## src/rtl/mem_bus_arbiter_pkg.sv

```systemverilog
// Shared types, parameter defaults and the feature default for the two-master memory bus arbiter.
// The optional slave-ack watchdog is enabled by defining BUS_TIMEOUT_EN (off by default).
package mem_bus_arbiter_pkg;

  localparam int unsigned AddrWDefault         = 32;
  localparam int unsigned DataWDefault         = 32;
  localparam int unsigned FairMaxDefault       = 4;
  localparam int unsigned TimeoutCyclesDefault = 255;

`ifdef BUS_TIMEOUT_EN
  localparam bit BusTimeoutEn = 1'b1;
`else
  localparam bit BusTimeoutEn = 1'b0;
`endif

  typedef enum logic [1:0] {
    StIdle   = 2'd0,
    StBusyM0 = 2'd1,
    StBusyM1 = 2'd2
  } arb_state_e;

  function automatic int unsigned sat_inc(input int unsigned value, input int unsigned limit);
    return (value >= limit) ? limit : value + 1;
  endfunction

endpackage

```

## src/rtl/mem_bus_arbiter_if.sv

```systemverilog
// Bundle of the fetch master (m0), data master (m1), shared slave and pipeline-control signals.
// Modports: master (pipeline side), slave (memory side), arb (the arbiter itself).
interface mem_bus_arbiter_if
  import mem_bus_arbiter_pkg::*;
#(
  parameter int unsigned ADDR_W = AddrWDefault,
  parameter int unsigned DATA_W = DataWDefault
);

  logic              m0_req;
  logic [ADDR_W-1:0] m0_addr;
  logic [DATA_W-1:0] m0_rdata;
  logic              m0_ack;
  logic              m0_err;

  logic              m1_req;
  logic              m1_we;
  logic [3:0]        m1_sel;
  logic [ADDR_W-1:0] m1_addr;
  logic [DATA_W-1:0] m1_wdata;
  logic [DATA_W-1:0] m1_rdata;
  logic              m1_ack;
  logic              m1_err;

  logic              s_req;
  logic              s_we;
  logic [3:0]        s_sel;
  logic [ADDR_W-1:0] s_addr;
  logic [DATA_W-1:0] s_wdata;
  logic [DATA_W-1:0] s_rdata;
  logic              s_ack;

  logic              flush;
  logic              stallreq_if;
  logic              stallreq_mem;

  modport master (
    output m0_req, m0_addr, m1_req, m1_we, m1_sel, m1_addr, m1_wdata, flush,
    input  m0_rdata, m0_ack, m0_err, m1_rdata, m1_ack, m1_err, stallreq_if, stallreq_mem
  );

  modport slave (
    input  s_req, s_we, s_sel, s_addr, s_wdata,
    output s_rdata, s_ack
  );

  modport arb (
    input  m0_req, m0_addr, m1_req, m1_we, m1_sel, m1_addr, m1_wdata, flush, s_rdata, s_ack,
    output m0_rdata, m0_ack, m0_err, m1_rdata, m1_ack, m1_err,
    output s_req, s_we, s_sel, s_addr, s_wdata, stallreq_if, stallreq_mem
  );

endinterface

```

## src/rtl/bus_watchdog.sv

```systemverilog
// Slave-ack watchdog: armed by start, counts armed cycles, flags expired in the LIMIT-th one.
// Only present when BUS_TIMEOUT_EN is defined.
`ifdef BUS_TIMEOUT_EN
module bus_watchdog #(
  parameter int unsigned LIMIT = 255
) (
  input  logic clk,
  input  logic rst,
  input  logic start,
  input  logic clear,
  output logic expired
);

  localparam int unsigned CntW = (LIMIT > 1) ? $clog2(LIMIT) : 1;

  logic            armed_q;
  logic [CntW-1:0] cnt_q;
  logic            at_limit;

  // cnt_q is k-1 during the k-th armed cycle
  assign at_limit = (cnt_q == CntW'(LIMIT - 1));
  assign expired  = armed_q & at_limit;

  always_ff @(posedge clk or posedge rst) begin
    if (rst) begin
      armed_q <= 1'b0;
      cnt_q   <= '0;
    end else if (clear) begin
      armed_q <= 1'b0;
      cnt_q   <= '0;
    end else if (start) begin
      armed_q <= 1'b1;
      cnt_q   <= '0;
    end else if (armed_q && !at_limit) begin
      cnt_q <= cnt_q + 1'b1;
    end
  end

endmodule
`endif

```

## src/rtl/mem_bus_arbiter.sv

```systemverilog
// Two-master (fetch m0 / data m1) arbiter onto one slave, with fairness and flush discard.
// Define BUS_TIMEOUT_EN to add the slave-ack watchdog that terminates hung transfers with err.
module mem_bus_arbiter
  import mem_bus_arbiter_pkg::*;
#(
  parameter int unsigned ADDR_W         = AddrWDefault,
  parameter int unsigned DATA_W         = DataWDefault,
  parameter int unsigned FAIR_MAX       = FairMaxDefault,
  parameter int unsigned TIMEOUT_CYCLES = TimeoutCyclesDefault
) (
  input logic             clk,
  input logic             rst,
  mem_bus_arbiter_if.arb  bus
);

  localparam int unsigned FairW = $clog2(FAIR_MAX + 1);

  arb_state_e       state_q;
  logic [FairW-1:0] fair_q;
  logic             discard_q;

  logic             is_m0;
  logic             is_m1;
  logic             busy;
  logic             grant_m0;
  logic             grant_m1;
  logic             expired;
  logic             done;
  logic             m0_ack;
  logic             m1_ack;
  logic [ADDR_W-1:0] addr_mux;
  logic [DATA_W-1:0] wdata_mux;

  assign is_m0 = (state_q == StBusyM0);
  assign is_m1 = (state_q == StBusyM1);
  assign busy  = is_m0 | is_m1;

  // A flushed fetch is never granted; m0 beats m1 only once m1 has had FAIR_MAX turns in a row
  assign grant_m0 = bus.m0_req & ~bus.flush & (~bus.m1_req | (fair_q == FairW'(FAIR_MAX)));
  assign grant_m1 = bus.m1_req & ~grant_m0;

`ifdef BUS_TIMEOUT_EN
  bus_watchdog #(
    .LIMIT (TIMEOUT_CYCLES)
  ) u_watchdog (
    .clk     (clk),
    .rst     (rst),
    .start   ((state_q == StIdle) & (grant_m0 | grant_m1)),
    .clear   (done),
    .expired (expired)
  );

  // Error shares the last s_req cycle with where an ack would have been; ack wins a tie
  assign bus.m0_err = is_m0 & expired & ~bus.s_ack & ~discard_q & ~bus.flush;
  assign bus.m1_err = is_m1 & expired & ~bus.s_ack;
`else
  assign expired    = 1'b0;
  assign bus.m0_err = 1'b0;
  assign bus.m1_err = 1'b0;
`endif

  assign done = busy & (bus.s_ack | expired);

  always_ff @(posedge clk or posedge rst) begin
    if (rst) begin
      state_q   <= StIdle;
      fair_q    <= '0;
      discard_q <= 1'b0;
    end else begin
      unique case (state_q)
        StIdle: begin
          if (grant_m0) begin
            state_q <= StBusyM0;
            fair_q  <= '0;
          end else if (grant_m1) begin
            state_q <= StBusyM1;
            fair_q  <= bus.m0_req ? FairW'(sat_inc(32'(fair_q), FAIR_MAX)) : '0;
          end else if (!bus.m0_req) begin
            fair_q <= '0;
          end
        end
        StBusyM0: begin
          if (done) begin
            state_q   <= StIdle;
            discard_q <= 1'b0;
          end else if (bus.flush) begin
            discard_q <= 1'b1;
          end
        end
        StBusyM1: begin
          if (done) begin
            state_q <= StIdle;
          end
        end
        default: state_q <= StIdle;
      endcase
    end
  end

  // A flush arriving in the ack cycle itself also suppresses the fetch completion
  assign m0_ack = is_m0 & bus.s_ack & ~discard_q & ~bus.flush;
  assign m1_ack = is_m1 & bus.s_ack;

  always_comb begin
    addr_mux  = '0;
    wdata_mux = '0;
    if (is_m0) begin
      addr_mux = bus.m0_addr;
    end else if (is_m1) begin
      addr_mux  = bus.m1_addr;
      wdata_mux = bus.m1_wdata;
    end
  end

  assign bus.s_req   = busy;
  assign bus.s_we    = is_m1 & bus.m1_we;
  assign bus.s_sel   = is_m1 ? bus.m1_sel : (is_m0 ? 4'b1111 : 4'b0000);
  assign bus.s_addr  = addr_mux;
  assign bus.s_wdata = wdata_mux;

  assign bus.m0_ack   = m0_ack;
  assign bus.m1_ack   = m1_ack;
  assign bus.m0_rdata = m0_ack ? bus.s_rdata : '0;
  assign bus.m1_rdata = m1_ack ? bus.s_rdata : '0;

  assign bus.stallreq_if  = ~rst & bus.m0_req & ~m0_ack;
  assign bus.stallreq_mem = ~rst & bus.m1_req & ~m1_ack;

endmodule

```

## src/flat_wrapper.sv

```systemverilog
// flat-port wrapper written by rule: the top's interface ports become plain ports
module mem_bus_arbiter_flat import mem_bus_arbiter_pkg::*;
#(
  parameter int unsigned ADDR_W         = AddrWDefault,
  parameter int unsigned DATA_W         = DataWDefault,
  parameter int unsigned FAIR_MAX       = FairMaxDefault,
  parameter int unsigned TIMEOUT_CYCLES = TimeoutCyclesDefault
)
  (clk, rst, bus_m0_req, bus_m0_addr, bus_m1_req, bus_m1_we, bus_m1_sel, bus_m1_addr, bus_m1_wdata, bus_flush, bus_s_rdata, bus_s_ack, bus_m0_rdata, bus_m0_ack, bus_m0_err, bus_m1_rdata, bus_m1_ack, bus_m1_err, bus_s_req, bus_s_we, bus_s_sel, bus_s_addr, bus_s_wdata, bus_stallreq_if, bus_stallreq_mem);
  mem_bus_arbiter_if #(.ADDR_W(ADDR_W), .DATA_W(DATA_W)) bus_i ();
  input logic clk;
  input logic rst;
  input wire logic [$bits(bus_i.m0_req)-1:0] bus_m0_req;
  input wire logic [$bits(bus_i.m0_addr)-1:0] bus_m0_addr;
  input wire logic [$bits(bus_i.m1_req)-1:0] bus_m1_req;
  input wire logic [$bits(bus_i.m1_we)-1:0] bus_m1_we;
  input wire logic [$bits(bus_i.m1_sel)-1:0] bus_m1_sel;
  input wire logic [$bits(bus_i.m1_addr)-1:0] bus_m1_addr;
  input wire logic [$bits(bus_i.m1_wdata)-1:0] bus_m1_wdata;
  input wire logic [$bits(bus_i.flush)-1:0] bus_flush;
  input wire logic [$bits(bus_i.s_rdata)-1:0] bus_s_rdata;
  input wire logic [$bits(bus_i.s_ack)-1:0] bus_s_ack;
  output wire logic [$bits(bus_i.m0_rdata)-1:0] bus_m0_rdata;
  output wire logic [$bits(bus_i.m0_ack)-1:0] bus_m0_ack;
  output wire logic [$bits(bus_i.m0_err)-1:0] bus_m0_err;
  output wire logic [$bits(bus_i.m1_rdata)-1:0] bus_m1_rdata;
  output wire logic [$bits(bus_i.m1_ack)-1:0] bus_m1_ack;
  output wire logic [$bits(bus_i.m1_err)-1:0] bus_m1_err;
  output wire logic [$bits(bus_i.s_req)-1:0] bus_s_req;
  output wire logic [$bits(bus_i.s_we)-1:0] bus_s_we;
  output wire logic [$bits(bus_i.s_sel)-1:0] bus_s_sel;
  output wire logic [$bits(bus_i.s_addr)-1:0] bus_s_addr;
  output wire logic [$bits(bus_i.s_wdata)-1:0] bus_s_wdata;
  output wire logic [$bits(bus_i.stallreq_if)-1:0] bus_stallreq_if;
  output wire logic [$bits(bus_i.stallreq_mem)-1:0] bus_stallreq_mem;
  assign bus_i.m0_req = bus_m0_req;
  assign bus_i.m0_addr = bus_m0_addr;
  assign bus_i.m1_req = bus_m1_req;
  assign bus_i.m1_we = bus_m1_we;
  assign bus_i.m1_sel = bus_m1_sel;
  assign bus_i.m1_addr = bus_m1_addr;
  assign bus_i.m1_wdata = bus_m1_wdata;
  assign bus_i.flush = bus_flush;
  assign bus_i.s_rdata = bus_s_rdata;
  assign bus_i.s_ack = bus_s_ack;
  assign bus_m0_rdata = bus_i.m0_rdata;
  assign bus_m0_ack = bus_i.m0_ack;
  assign bus_m0_err = bus_i.m0_err;
  assign bus_m1_rdata = bus_i.m1_rdata;
  assign bus_m1_ack = bus_i.m1_ack;
  assign bus_m1_err = bus_i.m1_err;
  assign bus_s_req = bus_i.s_req;
  assign bus_s_we = bus_i.s_we;
  assign bus_s_sel = bus_i.s_sel;
  assign bus_s_addr = bus_i.s_addr;
  assign bus_s_wdata = bus_i.s_wdata;
  assign bus_stallreq_if = bus_i.stallreq_if;
  assign bus_stallreq_mem = bus_i.stallreq_mem;
  mem_bus_arbiter #(.ADDR_W(ADDR_W), .DATA_W(DATA_W), .FAIR_MAX(FAIR_MAX), .TIMEOUT_CYCLES(TIMEOUT_CYCLES)) u_core (.clk(clk), .rst(rst), .bus(bus_i));
endmodule
```

## config.mk

```make
export PLATFORM = sky130hd
export DESIGN_NAME = mem_bus_arbiter_flat
export DESIGN_NICKNAME = d
export VERILOG_FILES = /design/src/rtl/mem_bus_arbiter_pkg.sv /design/src/rtl/mem_bus_arbiter_if.sv /design/src/rtl/bus_watchdog.sv /design/src/rtl/mem_bus_arbiter.sv /design/src/flat_wrapper.sv
export SDC_FILE = /design/constraint.sdc
export NUM_CORES = 1
export LEC_CHECK = 0
export ABC_AREA = 0
export BUFFER_PORTS_ARGS = -buffer_cell sky130_fd_sc_hd__buf_4
export CAP_MARGIN = 20
export CORE_AREA = 2 2 107 109
export CTS_BUF_LIST = sky130_fd_sc_hd__clkbuf_4 sky130_fd_sc_hd__clkbuf_8
export DETAILED_ROUTE_END_ITERATION = 6
export DIE_AREA = 0 0 109 111
export GPL_TIMING_DRIVEN = 1
export HOLD_SLACK_MARGIN = 0.15
export SLEW_MARGIN = 25
export SYNTH_ARGS = -nofsm -noshare
export SYNTH_HDL_FRONTEND = slang
export SYNTH_SLANG_ARGS = --single-unit
```

## constraint.sdc

```tcl
create_clock -name clk -period 2.2 [get_ports clk]
set_input_delay 0.11 -clock clk [delete_from_list [all_inputs] [get_ports clk]]
set_output_delay 0.11 -clock clk [all_outputs]
set_load 0.02 [all_outputs]
```

Yosys cells after proc, flatten, opt, wreduce, memory -nomap -nowiden. Cells that the tools add are included.

Shifts and indexed selects: 0. Multiply operators: 0. Divide/modulo/power cells: 0. $add $sub $neg: 1. Reductions and logical operators: 6. Multiplexer cells: 19. Bitwise gates (word level): 22. Eq/ne operators: 6. $lt $le $gt $ge: 1.

Operators with widths (number): 32-bit 2-to-1 mux (6); 3-bit 2-to-1 mux (5); 1-bit bitwise AND (13); 4-bit 2-to-1 mux (2); 1-bit inverter (7); 2-bit 2-to-1 mux (3); 3-bit by 1-bit != test with 1-bit output (second input constant) (2); 2-bit AND reduction (3); 2-bit case mux with 2 select lines (1); 3-bit by 1-bit adder with 3-bit output (second input constant) (1); 3-bit equality test (second input constant) (1); 3-bit >= comparator (second input constant) (1); 2-bit by 1-bit equality test with 1-bit output (second input constant) (1); 2-bit equality test (second input constant) (1); 2-bit logical NOT (1); 1-bit 2-to-1 mux (2); 2-bit by 1-bit != test with 1-bit output (second input constant) (1); 1-bit OR (2); 2-bit nonzero test (1); 2-bit OR reduction (1).

Register bits after elaboration: 6. Bits of input ports: 139. Bits in writable memories: 0. Word-level logic and storage cells: 58. Memory bits (read-only): 0. Latch bits: 0. Memories kept: 0. Output and inout bits: 140.

Depth between registers and ports, before layout. Gate-level depths: netlist of run 1.

Depth after elaboration: 8. Mapped depth: 6. Mapped depth without buffers: 5.

Worst setup path after synthesis of run 1. No wires, ideal clock.

Kind: register to output. From: reg u_core.state_q[0]. To: out bus_stallreq_mem. Arrival: 1.665 ns. Cell stages (with the launch flop): 7. Slack: 0.425 ns. Required time: 2.090 ns. Buffers on the path: 2. Cells stage by stage: dfrtp_1 > inv_1 > ha_1 > buf_2 > clkbuf_1 > and2_1 > nor3b_1.

Longest elaborated chain between the ends: 4.

RTL lines: start: declaration (line mem_bus_arbiter.sv:18) `arb_state_e state_q;`; start signal: assignment (line mem_bus_arbiter.sv:66) `state_q <= StIdle;`; start signal: assignment (line mem_bus_arbiter.sv:73) `state_q <= StBusyM0;`; start signal: assignment (line mem_bus_arbiter.sv:76) `state_q <= StBusyM1;`; 2-bit equality test (line mem_bus_arbiter.sv:35) `assign is_m1 = (state_q == StBusyM1);`; 1-bit bitwise AND (line mem_bus_arbiter.sv:102) `assign m1_ack = is_m1 & bus.s_ack;`; via bus_m1_ack (line flat_wrapper.sv:27) `output wire logic [$bits(bus_i.m1_ack)-1:0] bus_m1_ack;`; 1-bit inverter (line mem_bus_arbiter.sv:127) `assign bus.stallreq_mem = ~rst & bus.m1_req & ~m1_ack;`; 1-bit bitwise AND (line mem_bus_arbiter.sv:127); end: declaration (line flat_wrapper.sv:35) `output wire logic [$bits(bus_i.stallreq_mem)-1:0] bus_stallreq_mem;`.

The timed path passes the listed nets, and every way through them passes these cells.

Worst setup path in the final report of run 1.
From: reg u_core.state_q[1]. To: out bus_m0_rdata[31].

Longest elaborated chain between the ends: 5.

RTL lines: 2-bit by 1-bit equality test with 1-bit output (line mem_bus_arbiter.sv:34) `assign is_m0 = (state_q == StBusyM0);`; 1-bit bitwise AND (3 in series) (line mem_bus_arbiter.sv:101) `assign m0_ack = is_m0 & bus.s_ack & ~discard_q & ~bus.flush;`; 32-bit 2-to-1 mux (line mem_bus_arbiter.sv:123) `assign bus.m0_rdata = m0_ack ? bus.s_rdata : '0;`; end: declaration (line flat_wrapper.sv:23) `output wire logic [$bits(bus_i.m0_rdata)-1:0] bus_m0_rdata;`.

Every way passes these cells.

==> results of run 1 <==
report_power, final:
| part | switching, mW | total (mW) | internal, mW |
|---|---|---|---|
| clock network | 0.0430 | 0.160 | 0.117 |
| registers | 0.0330 | 0.186 | 0.153 |
| logic | 1.62 | 2.84 | 1.22 |
| total | 1.70 | 3.18 | 1.49 |
kinds of logic after synthesis:
| family | Yosys count |
|---|---|
| buffers and inverters | 34 |
| and+or+nand+nor | 182 |
| muxes | 1 |
| DFF | 6 |
| AOI/OAI and AO/OA | 44 |
| adders and majority gates | 5 |
| other | 1 |
flip-flops by register name, summed over array words and instances, names as in the netlist:
name,count
u_core.fair_q,3
u_core.state_q,2
u_core.discard_q,1
cells in the final DEF (no fill, tap or decap), drive strengths merged:
cell type / count
a21boi: 1
a21oi: 3
a22o: 3
a31oi: 2
and2: 66
and2b: 1
and3: 32
and4b: 1
buf: 281
clkbuf: 3
conb: 2
dfrtp: 6
dlygate4sd3: 1
ha: 5
inv: 6
mux2: 1
nand2: 73
nand2b: 3
nand3b: 1
nor2b: 1
nor3: 2
nor3b: 2
o2111ai: 1
o21ai: 34
routing by layer:
| metal | GRT usage | vias up |
|---|---|---|
| met1 | 0.1396 | 1231 |
| met5 | 0 | - |
| li1 | - | 1394 |
| met2 | 0.2335 | 141 |
| met3 | 0.02822 | 2 |
| met4 | 0.005128 | 0 |
synthesized netlist by cell type:
cell,n
nand2_1,73
and2_1,66
o21ai_0,34
and3_1,32
clkbuf_1,17
dfrtp_1,6
inv_1,6
buf_2,5
ha_1,5
buf_4,4
a21oi_1,3
a22o_1,3
nand2b_1,3
a31oi_1,2
clkbuf_2,2
nor3b_1,2
a21boi_0,1
and2b_1,1
and4b_1,1
conb_1,1
mux2_2,1
nand3b_1,1
nor2b_1,1
nor3_1,1
nor3_4,1
o2111ai_1,1
worst paths after layout:
kind,depth (start not counted),to
max in group asynchronous,3,u_core.state_q[0]$_DFFE_PP0P_
setup reg to reg,5,u_core.state_q[0]$_DFFE_PP0P_
hold reg to reg,1,u_core.fair_q[1]$_DFFE_PP0P_
hold / removal,3,u_core.fair_q[2]$_DFFE_PP0P_
setup / recovery,7,bus_m0_rdata[31]
min in group asynchronous,3,u_core.fair_q[2]$_DFFE_PP0P_
final cells by class:
cell class | count | area, µm²
inverters | 6 | 22.52
multi-input cells | 234 | 1300
clock buffers | 3 | 41.29
fillers | 1188 | 7252
well taps | 143 | 178.9
repair buffers | 282 | 2132
flip-flops and latches | 6 | 150.1
worst register-to-register path, stage by stage, from the launching register on:
cell and delay [ns]:
dfrtp_1 0.38, inv_1 0.08, ha_1 0.35, nor2b_1 0.19
nor3_1 0.07, a22o_1 0.23
through the flow:
stage          utilization  setup WS, ns  hold WS (ns)  cell area, µm²  instances
2_1_floorplan            -        0.4249      -0.09904            1597        274
3_3_place_gp        0.3407        0.5225       0.06788            3774        670
3_5_place_dp        0.3407        0.4676       0.07626            3774        670
4_1_cts             0.3453        0.2378        0.2029            3825        674
5_1_grt             0.3453        0.1227        0.2137            3825        674
6_report            0.3453        0.2682        0.2040            3825        674
==> run_results.csv, run 1 <==
group,metric,value,unit
min_path,hp-class,"in -> reg",
floorplanning,initial_core_util,0.1438,
floorplanning,core,11080,µm²
global_route,track_usage,0.1214,
setup_path,ff2ff_setup_slack,0.79,ns
setup_path,cp_num_buf_inv,3,
clock_network,post_cts_resized,0,
setup_path,slowest_stage,"dfrtp_1",
logic_synthesis,seq_area_frac_synth,0.09427,
setup_path,end_kind,"output pin",
sta,rsz0062_at_grt,"false",
clock_network,postCtsHoldBufs,1,
logic_synthesis,synth_area_per_cell,5.834,µm²
detailed_routing,wl_met1,3.219,mm
floorplanning,die_h,111,µm
sta,post-route-period-util,0.8781,
global_route,globalRoute.totalOverflow,0,
detailed_routing,wl_per_cell,12.60,µm
setup_path,arrival,1.82,ns
logic_synthesis,yosys-top-cells-area,"and2_1 26%, nand2_1 17%, and3_1 13%",
floorplanning,dieArea,12100,µm²
logic_synthesis,synthCells,273,
placed_design,gp_congestion,0.8514,
placed_design,dp_hpwl,6.932,mm
clock_network,cts_tree,"done",
clock_network,clk_latency,0.22,ns
clock_network,root_buffer,"clkbuf_8",
sta,hold_viol,0,
setup_path,critPathMaxFanout,34,
setup_path,crit_start,"u_core.state_q[1]$_DFFE_PP0P_",
logic_synthesis,yosys_warnings,0,
power_and_ir_drop,powerDensity,832.6,nW/µm²
global_route,grt_pass1_vias,2400,
power_and_ir_drop,ir_worst_vdd,0.4800,mV
setup_path,worstPathRequired,2.09,ns
logic_synthesis,synth_xor_area_frac,0,
setup_path,worstPathCellList,"inv_1 -> ha_2 -> nand2_1 -> nor3_4 -> buf_4 -> and2_1 -> buf_4",
power_and_ir_drop,power,3.185,mW
detailed_routing,drc_errors,0,
detailed_routing,first_iter_violations,104,
logic_synthesis,ys_ff_latch,6,
detailed_routing,num_vias,2768,
placed_design,portBuffers,276,
sta,maxSlewViolCount,0,
floorplanning,rows,39,
logic_synthesis,synth_cell_types,26,
power_and_ir_drop,p_leak,2.180,nW
sta,finalSetupViolCount,0,
clock_network,htree_levels,1,
logic_synthesis,synth_compound_area_frac,0.1508,
detailed_routing,viasPerCell,4.107,
logic_synthesis,synthSimpleGateAreaFrac,0.6112,
global_route,grt_pass1_wl,11.99,mm
logic_synthesis,synthMuxAreaShare,0.007070,
setup_path,crit_top_cell,"buf_4",
setup_path,worstSetupPathType,"reg -> out",
global_route,grt_max_degree,65,
clock_network,path_clk_slew,0.04,ns
clock_network,cts_sinks,6,
detailed_routing,wl_met2,4.286,mm
clock_network,cts.path.max_buffers,2,
job,cap_viol_max_count,0,
logic_synthesis,yosysTopAreaCellShare,0.2592,
detailed_routing,final_antenna_net_count,0,
logic_synthesis,synth_top_family_by_area,"simple AND/OR/NAND/NOR gates",
sta,skew,0.002484,ns
setup_path,crit_path_start_kind,"register",
floorplanning,ios,279,
final_layout,drive_above_1_share,0.5424,
logic_synthesis,synth_area,1593,µm²
logic_synthesis,synth_top_cell_by_area,"and2_1",
sta,timing.setup.tns,0,ns
floorplanning,die_x,109,µm
setup_path,critPathTopFamily,"buffers and inverters",
min_path,hold_start,"bus_m0_req",
final_layout,final_nets,677,
detailed_routing,highest-signal-layer,"met4",
detailed_routing,drt_first_pass_iters,4,
setup_path,cpPeakStageDelay,0.37,ns
detailed_routing,met3_length,969,µm
sta,fmax,0.5177,GHz
detailed_routing,routed_wl,8.491,mm
clock_network,postCtsSetupRepairBufs,0,
final_layout,area_delta_synth_final,140.1,%
sta,fin_crit,1.932,ns
outcome,outcome,"complete, no violations",
clock_network,cts_made_buffers,3,
global_route,antenna_found_initial,0,
logic_synthesis,synthAdderAreaFrac,0.03928,
setup_path,r2r_start,"u_core.state_q[0]$_DFFE_PP0P_",
final_layout,n_antenna_cell,0,
Power figures use the tool's default switching activity.
==> run 2: changes to the inputs <==
BUFFER_PORTS_ARGS = unset   (was -buffer_cell sky130_fd_sc_hd__buf_4)
DONT_BUFFER_PORTS = 1   (was unset)
==> run 2 against run 1 <==
Net effect: die area did not move; clock power about the same; cell count shrank 35%; worst hold slack lost 0.040 ns; power fell by 22%; count of clock-buffer cells in the layout did not move; via count shrank 29%; flip-flop and latch count unchanged; critical path type unchanged; critical endpoint is now bus_s_addr[31]; largest cell class is now multi-input gates.
==> run_results.csv, run 2 (synthesis gave the netlist of run 1 again) <==
group,metric,value,unit
outcome,outcome,"complete, no violations",
setup_path,r2r.worst_path.cells,6,
global_route,grt_pass1_wl,8.128,mm
final_layout,reg_top3,"u_core.fair_q x3, u_core.state_q x2, u_core.discard_q x1",
final_layout,largest-register,"u_core.fair_q",
sta,post-route-period-util,0.8981,
final_layout,drive_above_1_share,0.1565,
detailed_routing,routed_wl,6.479,mm
floorplanning,die_x,109,µm
detailed_routing,drc_errors,0,
final_layout,fin_util,0.1858,
setup_path,ff2ff_setup_slack,0.43,ns
final_layout,final_common_cell,"nand2_1",
floorplanning,rows,39,
power_and_ir_drop,ir_worst_vdd,0.3478,mV
sta,hold_ws,0.1637,ns
detailed_routing,drt_first_pass_iters,4,
setup_path,crit_path_start_kind,"register",
min_path,hold_start,"bus_s_ack",
floorplanning,ios,279,
sta,rsz0062_at_grt,"false",
clock_network,cts.path.max_buffers,2,
clock_network,postCtsSetupRepairBufs,0,
sta,skew,0.002019,ns
final_layout,fill_cells,1265,
setup_path,worstSetupPathType,"reg -> out",
setup_path,endpoint,"bus_s_addr[31]",
clock_network,root_buffer,"clkbuf_8",
global_route,grt_max_degree,66,
clock_network,htree_levels,1,
global_route,grt_util_met3,0.02175,
clock_network,cts_made_buffers,3,
setup_path,critPathMaxFanout,65,
detailed_routing,final_antenna_net_count,0,
global_route,grt_util_met2,0.1482,
floorplanning,die_h,111,µm
floorplanning,dieArea,12100,µm²
detailed_routing,num_vias,1955,
sta,setup_ws,0.2241,ns
final_layout,final_nets,440,
sta,timing.setup.tns,0,ns
setup_path,end_kind,"output pin",
setup_path,worstPathRequired,2.09,ns
floorplanning,core,11080,µm²
final_layout,layout_common_cells,"73 x nand2_1, 66 x and2_1, 38 x buf_4",
global_route,grt.busiest_layer,"met2",
clock_network,postCtsHoldBufs,6,
min_path,hp-class,"in -> reg",
global_route,use_met1,0.1142,
job,cap_viol_max_count,0,
power_and_ir_drop,powerDensity,1210,nW/µm²
clock_network,post_cts_resized,0,
power_and_ir_drop,p_leak,0.9822,nW
clock_network,cts_tree,"done",
final_layout,n_antenna_cell,0,
clock_network,clk_latency,0.22,ns
sta,maxSlewViolCount,0,
clock_network,cts_sinks,6,
sta,hold_viol,0,
setup_path,r2r_end,"u_core.fair_q[2]$_DFFE_PP0P_",
floorplanning,initial_core_util,0.1438,
detailed_routing,wl_per_cell,14.83,µm
global_route,antenna_found_initial,0,
global_route,globalRoute.totalOverflow,0,
setup_path,r2r_start,"u_core.fair_q[0]$_DFFE_PP0P_",
setup_path,arrival,1.87,ns
final_layout,area_delta_synth_final,29.22,%
sta,fmax,0.5061,GHz
placed_design,dp_hpwl,5.279,mm
setup_path,crit_start,"u_core.state_q[1]$_DFFE_PP0P_",
global_route,track_usage,0.08832,
global_route,grt_pass1_vias,1577,
detailed_routing,first_iter_violations,64,
final_layout,largest_reg_flops,3,
detailed_routing,viasPerCell,4.474,
placed_design,dp_slack,0.4319,ns
placed_design,gp_congestion,0.7765,
clock_network,path_clk_slew,0.03,ns
sta,finalSetupViolCount,0,
sta,fin_crit,1.976,ns
placed_design,portBuffers,0,
## run 2: changes by cell type in the layout (fill, tap and decap cells not counted)
cell,before,now
buf_4,280,38
dlygate4sd3_1,1,6
## run 2: worst min path at each step
stage,cells past startpoint,end,slack (ns)
floorplan,1,u_core.discard_q$_DFFE_PP0P_,-0.1
global placement,1,u_core.fair_q[0]$_DFFE_PP0P_,-0.07
detailed placement,1,u_core.fair_q[0]$_DFFE_PP0P_,-0.06
CTS,3,u_core.state_q[1]$_DFFE_PP0P_,0.15
global route,2,u_core.state_q[0]$_DFFE_PP0P_,0.20
finish,3,u_core.state_q[1]$_DFFE_PP0P_,0.16
## run 2: cell type report
class	instances	area [µm²]	area share
Clock buffer	3	41.29	0.02006
Tap cell	143	178.9	0.08693
Inverter	6	22.52	0.01094
Sequential cell	6	150.1	0.07295
Multi-Input combinational cell	234	1300	0.6316
Timing Repair Buffer	45	365.4	0.1775
## run 2: worst max-delay path: stages, from the launching register on
cell and delay (ns):
dfrtp_1 0.37, inv_1 0.10, ha_2 0.24, buf_12 0.24
and2b_1 0.21, buf_4 0.19, a22o_1 0.27
## run 2: power by group
group	switching (mW)	leakage, nW	internal, mW	total (mW)
logic	1.46	0.883	0.684	2.14
registers	0.0313	0.0777	0.153	0.184
clock network	0.0456	0.0216	0.117	0.163
## run 2: stage by stage
stage	instances	total power, mW	instance area (µm²)
2_1_floorplan	274	1.788	1597
3_3_place_gp	428	2.275	1957
3_5_place_dp	428	2.315	1957
4_1_cts	437	2.509	2058
5_1_grt	437	2.685	2058
6_report	437	2.491	2058
## run 2: routing by layer
layer,vias up,share of wire
met1,876,0.41
met2,154,0.46
met3,6,0.11
met4,0,0.011
met5,-,0
li1,919,-
